**config.mk**
```make
export PLATFORM = sky130hd
export DESIGN_NAME = ram_bit_streamer
export DESIGN_NICKNAME = d
export VERILOG_FILES = /design/src/rtl/ram_bit_streamer.sv
export SDC_FILE = /design/constraint.sdc
export NUM_CORES = 1
export LEC_CHECK = 0
export BUFFER_PORTS_ARGS = -buffer_cell sky130_fd_sc_hd__buf_2
export CAP_MARGIN = 25
export CORE_MARGIN = 1
export CORE_UTILIZATION = 41
export DETAILED_ROUTE_END_ITERATION = 10
export GPL_ROUTABILITY_DRIVEN = 0
export SLEW_MARGIN = 20
export SYNTH_ARGS = -nofsm -noshare
export SYNTH_HDL_FRONTEND = slang
export SYNTH_SLANG_ARGS = --single-unit
```
**constraint.sdc**
```tcl
create_clock -name clk -period 2.8 [get_ports clk]
set_input_delay 0.28 -clock clk [delete_from_list [all_inputs] [get_ports clk]]
set_output_delay 0.28 -clock clk [all_outputs]
set_load 0.05 [all_outputs]
```
**src/rtl/ram_bit_streamer.sv**
```systemverilog
// ram_bit_streamer: packs bits read from a 1-bit registered-address RAM into words.
// Optional RAM_RD_WRAP_EN: read address wraps modulo 2**ADDR_W, every start accepted.
module ram_bit_streamer #(
  parameter int ADDR_W = 10,
  parameter int WORD_W = 8
) (
  input  logic              clk,
  input  logic              rst,
  input  logic              start,
  input  logic [ADDR_W-1:0] base_addr,
  input  logic [7:0]        len_words,
  output logic [ADDR_W-1:0] ram_addr,
  input  logic              ram_q,
  output logic [WORD_W-1:0] out_data,
  output logic              out_valid,
  input  logic              out_ready,
  output logic              busy,
  output logic              done,
  output logic              err
);

  localparam int BC_W  = $clog2(WORD_W + 1);
  localparam int TOT_W = 8 + $clog2(WORD_W) + 1;
  localparam logic [BC_W-1:0] FULL = BC_W'(WORD_W);

  typedef enum logic [1:0] {
    IDLE,
    PRIME,
    STREAM,
    DRAIN
  } state_t;

  state_t state_q, state_d;

  logic [ADDR_W-1:0] ram_addr_q, ram_addr_d;
  logic [TOT_W-1:0]  iss_q, iss_d;
  logic [TOT_W-1:0]  tot_q, tot_d;
  logic [7:0]        wleft_q, wleft_d;
  logic              a_vld_q, a_vld_d;
  logic              b_vld_q, b_vld_d;
  logic              hold_q, hold_d;
  logic              skid_q, skid_d;
  logic [WORD_W-1:0] sr_q, sr_d;
  logic [BC_W-1:0]   cnt_q, cnt_d;
  logic [WORD_W-1:0] out_data_q, out_data_d;
  logic              out_vld_q, out_vld_d;
  logic              done_q, done_d;
  logic              err_q, err_d;

  logic legal;
  logic stall;
  logic sr_full;
  logic acc;
  logic bit_in;

`ifdef RAM_RD_WRAP_EN
  assign legal = 1'b1;
`else
  logic [31:0] req_end;
  assign req_end = 32'(base_addr) + 32'(len_words) * 32'(WORD_W);
  assign legal   = req_end <= (32'd1 << ADDR_W);
`endif

  assign sr_full = cnt_q == FULL;
  assign acc     = out_vld_q && out_ready;
  // the bit parked in skid_q is the one lost from ram_q when a stall began
  assign bit_in  = hold_q ? skid_q : ram_q;

  always_comb begin
    state_d    = state_q;
    ram_addr_d = ram_addr_q;
    iss_d      = iss_q;
    tot_d      = tot_q;
    wleft_d    = wleft_q;
    a_vld_d    = a_vld_q;
    b_vld_d    = b_vld_q;
    hold_d     = hold_q;
    skid_d     = skid_q;
    sr_d       = sr_q;
    cnt_d      = cnt_q;
    out_data_d = out_data_q;
    out_vld_d  = out_vld_q;
    done_d     = 1'b0;
    err_d      = 1'b0;
    stall      = 1'b0;

    unique case (state_q)
      IDLE: begin
        a_vld_d = 1'b0;
        b_vld_d = 1'b0;
        hold_d  = 1'b0;
        cnt_d   = '0;
        if (start) begin
          if (len_words == 8'd0) begin
            done_d = 1'b1;
          end else if (!legal) begin
            err_d = 1'b1;
          end else begin
            state_d    = PRIME;
            ram_addr_d = base_addr;
            iss_d      = TOT_W'(1);
            tot_d      = TOT_W'(len_words) * TOT_W'(WORD_W);
            wleft_d    = len_words;
            a_vld_d    = 1'b1;
          end
        end
      end

      PRIME, STREAM, DRAIN: begin
        stall = sr_full && out_vld_q && !out_ready;
        if (acc) begin
          out_vld_d = 1'b0;
          wleft_d   = wleft_q - 8'd1;
        end
        if (stall) begin
          if (!hold_q) begin
            skid_d = ram_q;
            hold_d = 1'b1;
          end
        end else begin
          hold_d  = 1'b0;
          b_vld_d = a_vld_q;
          a_vld_d = 1'b0;
          if (iss_q != tot_q) begin
            ram_addr_d = ram_addr_q + ADDR_W'(1);
            iss_d      = iss_q + TOT_W'(1);
            a_vld_d    = 1'b1;
          end
          cnt_d = sr_full ? '0 : cnt_q;
          if (sr_full) begin
            out_data_d = sr_q;
            out_vld_d  = 1'b1;
          end
          if (b_vld_q) begin
            sr_d  = {sr_q[WORD_W-2:0], bit_in};
            cnt_d = cnt_d + BC_W'(1);
          end
        end

        if (state_q == PRIME) begin
          state_d = STREAM;
        end else if (state_q == STREAM && iss_q == tot_q) begin
          state_d = DRAIN;
        end
        if (acc && wleft_q == 8'd1) begin
          state_d = IDLE;
          done_d  = 1'b1;
        end
      end

      default: state_d = IDLE;
    endcase
  end

  always_ff @(posedge clk or posedge rst) begin
    if (rst) begin
      state_q    <= IDLE;
      ram_addr_q <= '0;
      iss_q      <= '0;
      tot_q      <= '0;
      wleft_q    <= '0;
      a_vld_q    <= 1'b0;
      b_vld_q    <= 1'b0;
      hold_q     <= 1'b0;
      skid_q     <= 1'b0;
      sr_q       <= '0;
      cnt_q      <= '0;
      out_data_q <= '0;
      out_vld_q  <= 1'b0;
      done_q     <= 1'b0;
      err_q      <= 1'b0;
    end else begin
      state_q    <= state_d;
      ram_addr_q <= ram_addr_d;
      iss_q      <= iss_d;
      tot_q      <= tot_d;
      wleft_q    <= wleft_d;
      a_vld_q    <= a_vld_d;
      b_vld_q    <= b_vld_d;
      hold_q     <= hold_d;
      skid_q     <= skid_d;
      sr_q       <= sr_d;
      cnt_q      <= cnt_d;
      out_data_q <= out_data_d;
      out_vld_q  <= out_vld_d;
      done_q     <= done_d;
      err_q      <= err_d;
    end
  end

  assign ram_addr  = ram_addr_q;
  assign out_data  = out_data_q;
  assign out_valid = out_vld_q;
  assign busy      = state_q != IDLE;
  assign done      = done_q;
  assign err       = err_q;

endmodule
```
==> metrics.csv <==
stage,metric,value,unit
timing,Max Slew Vio Count,0,
global_route,grt ovf,0,
placed_design,cell count after placement,547,
clocking,post-CTS resize count,0,
routing,drt drc,0,
die,Die W,99.4,um
finish,share of layout cells above drive strength 1,26.1,%
synth,Post-synth EDFFs,0,
finish,Final Net Count,485,
global_route,pin count of the biggest net entering global routing,68,
routing,final wirelength,9600,um
global_route,initial antenna violation count,0,
routing,drt via density,5.82,
finish,P&R area growth vs syn,15.8,%
synth,Synth async-reset ratio,100,%
synth,"Top FF cell, synth",dfrtp_1,
worst_setup_path,crit-path max FO,6,
routing,via count,3275,
timing,worst-margin pin slew,0.854,ns
synth,Yosys top cell area share,43.1,%
routing,number of routed nets with antenna violations,0,
finish,fin util,48.9,%
timing,relative slew slack,43.1,%
routing,post-DR wirelength/cell,17.0,um
timing,fmax,0.410,GHz
worst_setup_path,CP startpoint kind,input port,
placed_design,pre-CTS setup slack,0.0191,ns
synth,syn_nets,432,
worst_setup_path,"Req. time, crit path",3.04,ns
timing,RSZ-0062 raised after global routing,no,
synth,post-synthesis sequential area ratio,43.1,%
power,P per Cell Area,839,mW/mm2
finish,Antenna Cells,0,
synth,post-synth top area cell,dfrtp_1,
clocking,maximum clock path buffer count,2,
worst_hold_path,type of the worst min-delay path,in2async,
synth,synth warn,0,
worst_setup_path,Arrival @ worst endpoint,2.68,ns
finish,filler cell count in the final layout,895,
timing,Setup-failing EPs final,0,
status,status,finished clean,
routing,initial DRC count,167,
clocking,CTS Buf Count,9,
run,Max Cap Violations,0,
synth,synthesized cell area,0.00389,mm2
timing,worst-case clock skew,0.00865,ns
clocking,cts hold-fix bufs,0,
worst_setup_path,CP Class,in2reg,
clocking,CTS tree,built,
die,Ports,45,
synth,Cells after Synth,394,
placed_design,Port Buffers,44,
die,Core ar.,0.00920,mm2
clocking,Root Driver,clkbuf_8,
synth,most common cell in the netlist,dfrtp_1,
die,die area,0.00987,mm2
power,peak supply drop,0.000350,V
global_route,first-pass GRT wire length,15900,um
synth,synthesized area per cell,9.86,um2
clocking,# Post-CTS Setup Buffers,0,
worst_setup_path,Critical Path End Type,flop,
power,leak pwr,2.11,nW
die,Rows,35,
global_route,vias in the first global route,3084,
die,Die Y,99.4,um
routing,Pre-antenna DRT Iters,4,
synth,most frequent cells after synthesis,"67 x dfrtp_1, 35 x nand2_1, 34 x a21oi_1",
finish,"Cell Count, Final, Fillers Out",563,
timing,worst setup margin,0.358,ns
die,initial core utilization,42.3,%
timing,Final Hold Viols,0,
placed_design,Detailed Place HPWL,6980,um
clocking,Clock Sinks,67,
timing,Sum Neg Setup Slack,0,ns
worst_setup_path,R2R Path Start,iss_q[10],
global_route,total track usage,21.0,%
synth,Yosys reg bits,67,
synth,"top cells by area, synth","dfrtp_1 43%, mux2_2 6.7%, ha_1 4.5%",
clocking,worst-skew pair later-pin latency,0.36,ns
synth,Synth cell types,70,
clocking,H-tree Lvls,3,
clocking,clk slew on worst S/H paths,0.08,ns
worst_setup_path,Critical path origin,len_words[0],
timing,post-layout minimum cycle time,2.44,ns
timing,Tcrit/Tclk final,87.2,%
## registers in the layout, summed over array words and instances (netlist names), 2 cells and up
| register | flops |
|---|---|
| sr_q | 8 |
| state_q | 2 |
| ram_addr | 10 |
| iss_q | 12 |
| cnt_q | 4 |
| tot_q | 8 |
| out_data | 8 |
| wleft_q | 8 |
## path summary, 6_finish.rpt
check                                   end  slack, ns  cells past startpoint
worst min register to register      a_vld_q       0.49                      2
min in group clk                     skid_q       0.19                      2
worst max register to register  ram_addr[3]       0.51                      9
worst max-delay path            ram_addr[1]       0.36                     11
max in group asynchronous       ram_addr[1]       2.08                      3
worst min-delay path                sr_q[7]       0.17                      3
## stage by stage
step	power (W)	instance area, um2	hold WS, ns
final	0.00378	4500	0.175
after global placement	0.00283	4270	0.463
after global routing	0.00402	4500	0.186
after CTS	0.00380	4500	0.171
after floorplan	0.00251	3890	0.430
after detailed placement	0.00287	4270	0.469
## critical path, cell delays in order
cell and delay, ns:
buf_2 0.13, ha_1 0.18, inv_1 0.06, fa_1 0.37
nand2b_1 0.21, a21oi_1 0.18, xnor2_1 0.14, o311a_1 0.26
a31oi_2 0.16, o21ai_2 0.35, mux2_2 0.38
## where the power goes
| part | internal, W | switching [W] | total [W] |
|---|---|---|---|
| logic | 0.000521 | 0.000837 | 0.00136 |
| clock network | 0.000525 | 0.000402 | 0.000928 |
| registers | 0.00122 | 0.000266 | 0.00149 |
## per-layer routing
layer  part of all wire (%)  vias to the layer above  track usage, %  wire length, um
li1                       -                     1571               -                -
met1                     49                     1579            29.6             4710
met2                     44                      108            31.4             4210
met3                    5.2                       17            4.43              496
met4                    1.9                        0            8.26              182
met5                      0                        -               0                0
## final cells by class
type	count	area (um2)	area share, %
Timing Repair Buffer	56	323	7.17
Inverter	13	48.8	1.08
Sequential cell	67	1680	37.3
Tap cell	111	139	3.09
Clock inverter	6	88.8	1.97
Clock buffer	10	138	3.06
Multi-Input combinational cell	300	2090	46.4
## placed cells by master, fill, tap and decap left out, types with 4 or more instances in the layout
| cell | count |
|---|---|
| nand3_1 | 18 |
| nor3_1 | 5 |
| dfrtp_1 | 67 |
| o22ai_1 | 5 |
| clkbuf_8 | 10 |
| and3_1 | 8 |
| nor4_1 | 5 |
| a21oi_1 | 34 |
| a31oi_1 | 10 |
| nand2_1 | 35 |
| ha_1 | 14 |
| buf_4 | 11 |
| mux2_2 | 23 |
| nor2_1 | 23 |
| xor2_1 | 8 |
| a22oi_1 | 5 |
| o221a_1 | 4 |
| xnor2_1 | 4 |
| nand2b_1 | 8 |
| buf_2 | 44 |
| o21ai_0 | 21 |
| inv_1 | 11 |
## cells by family after synthesis
family | after synthesis | synth area share [%]
flops | 67 | 43.1
buf+inv | 27 | 3.35
compound gates | 118 | 21.3
xor+xnor | 12 | 2.70
simple gates | 131 | 17.5
fa+ha+maj | 15 | 5.02
mux | 24 | 6.92
Power figures use the tool's default switching activity.
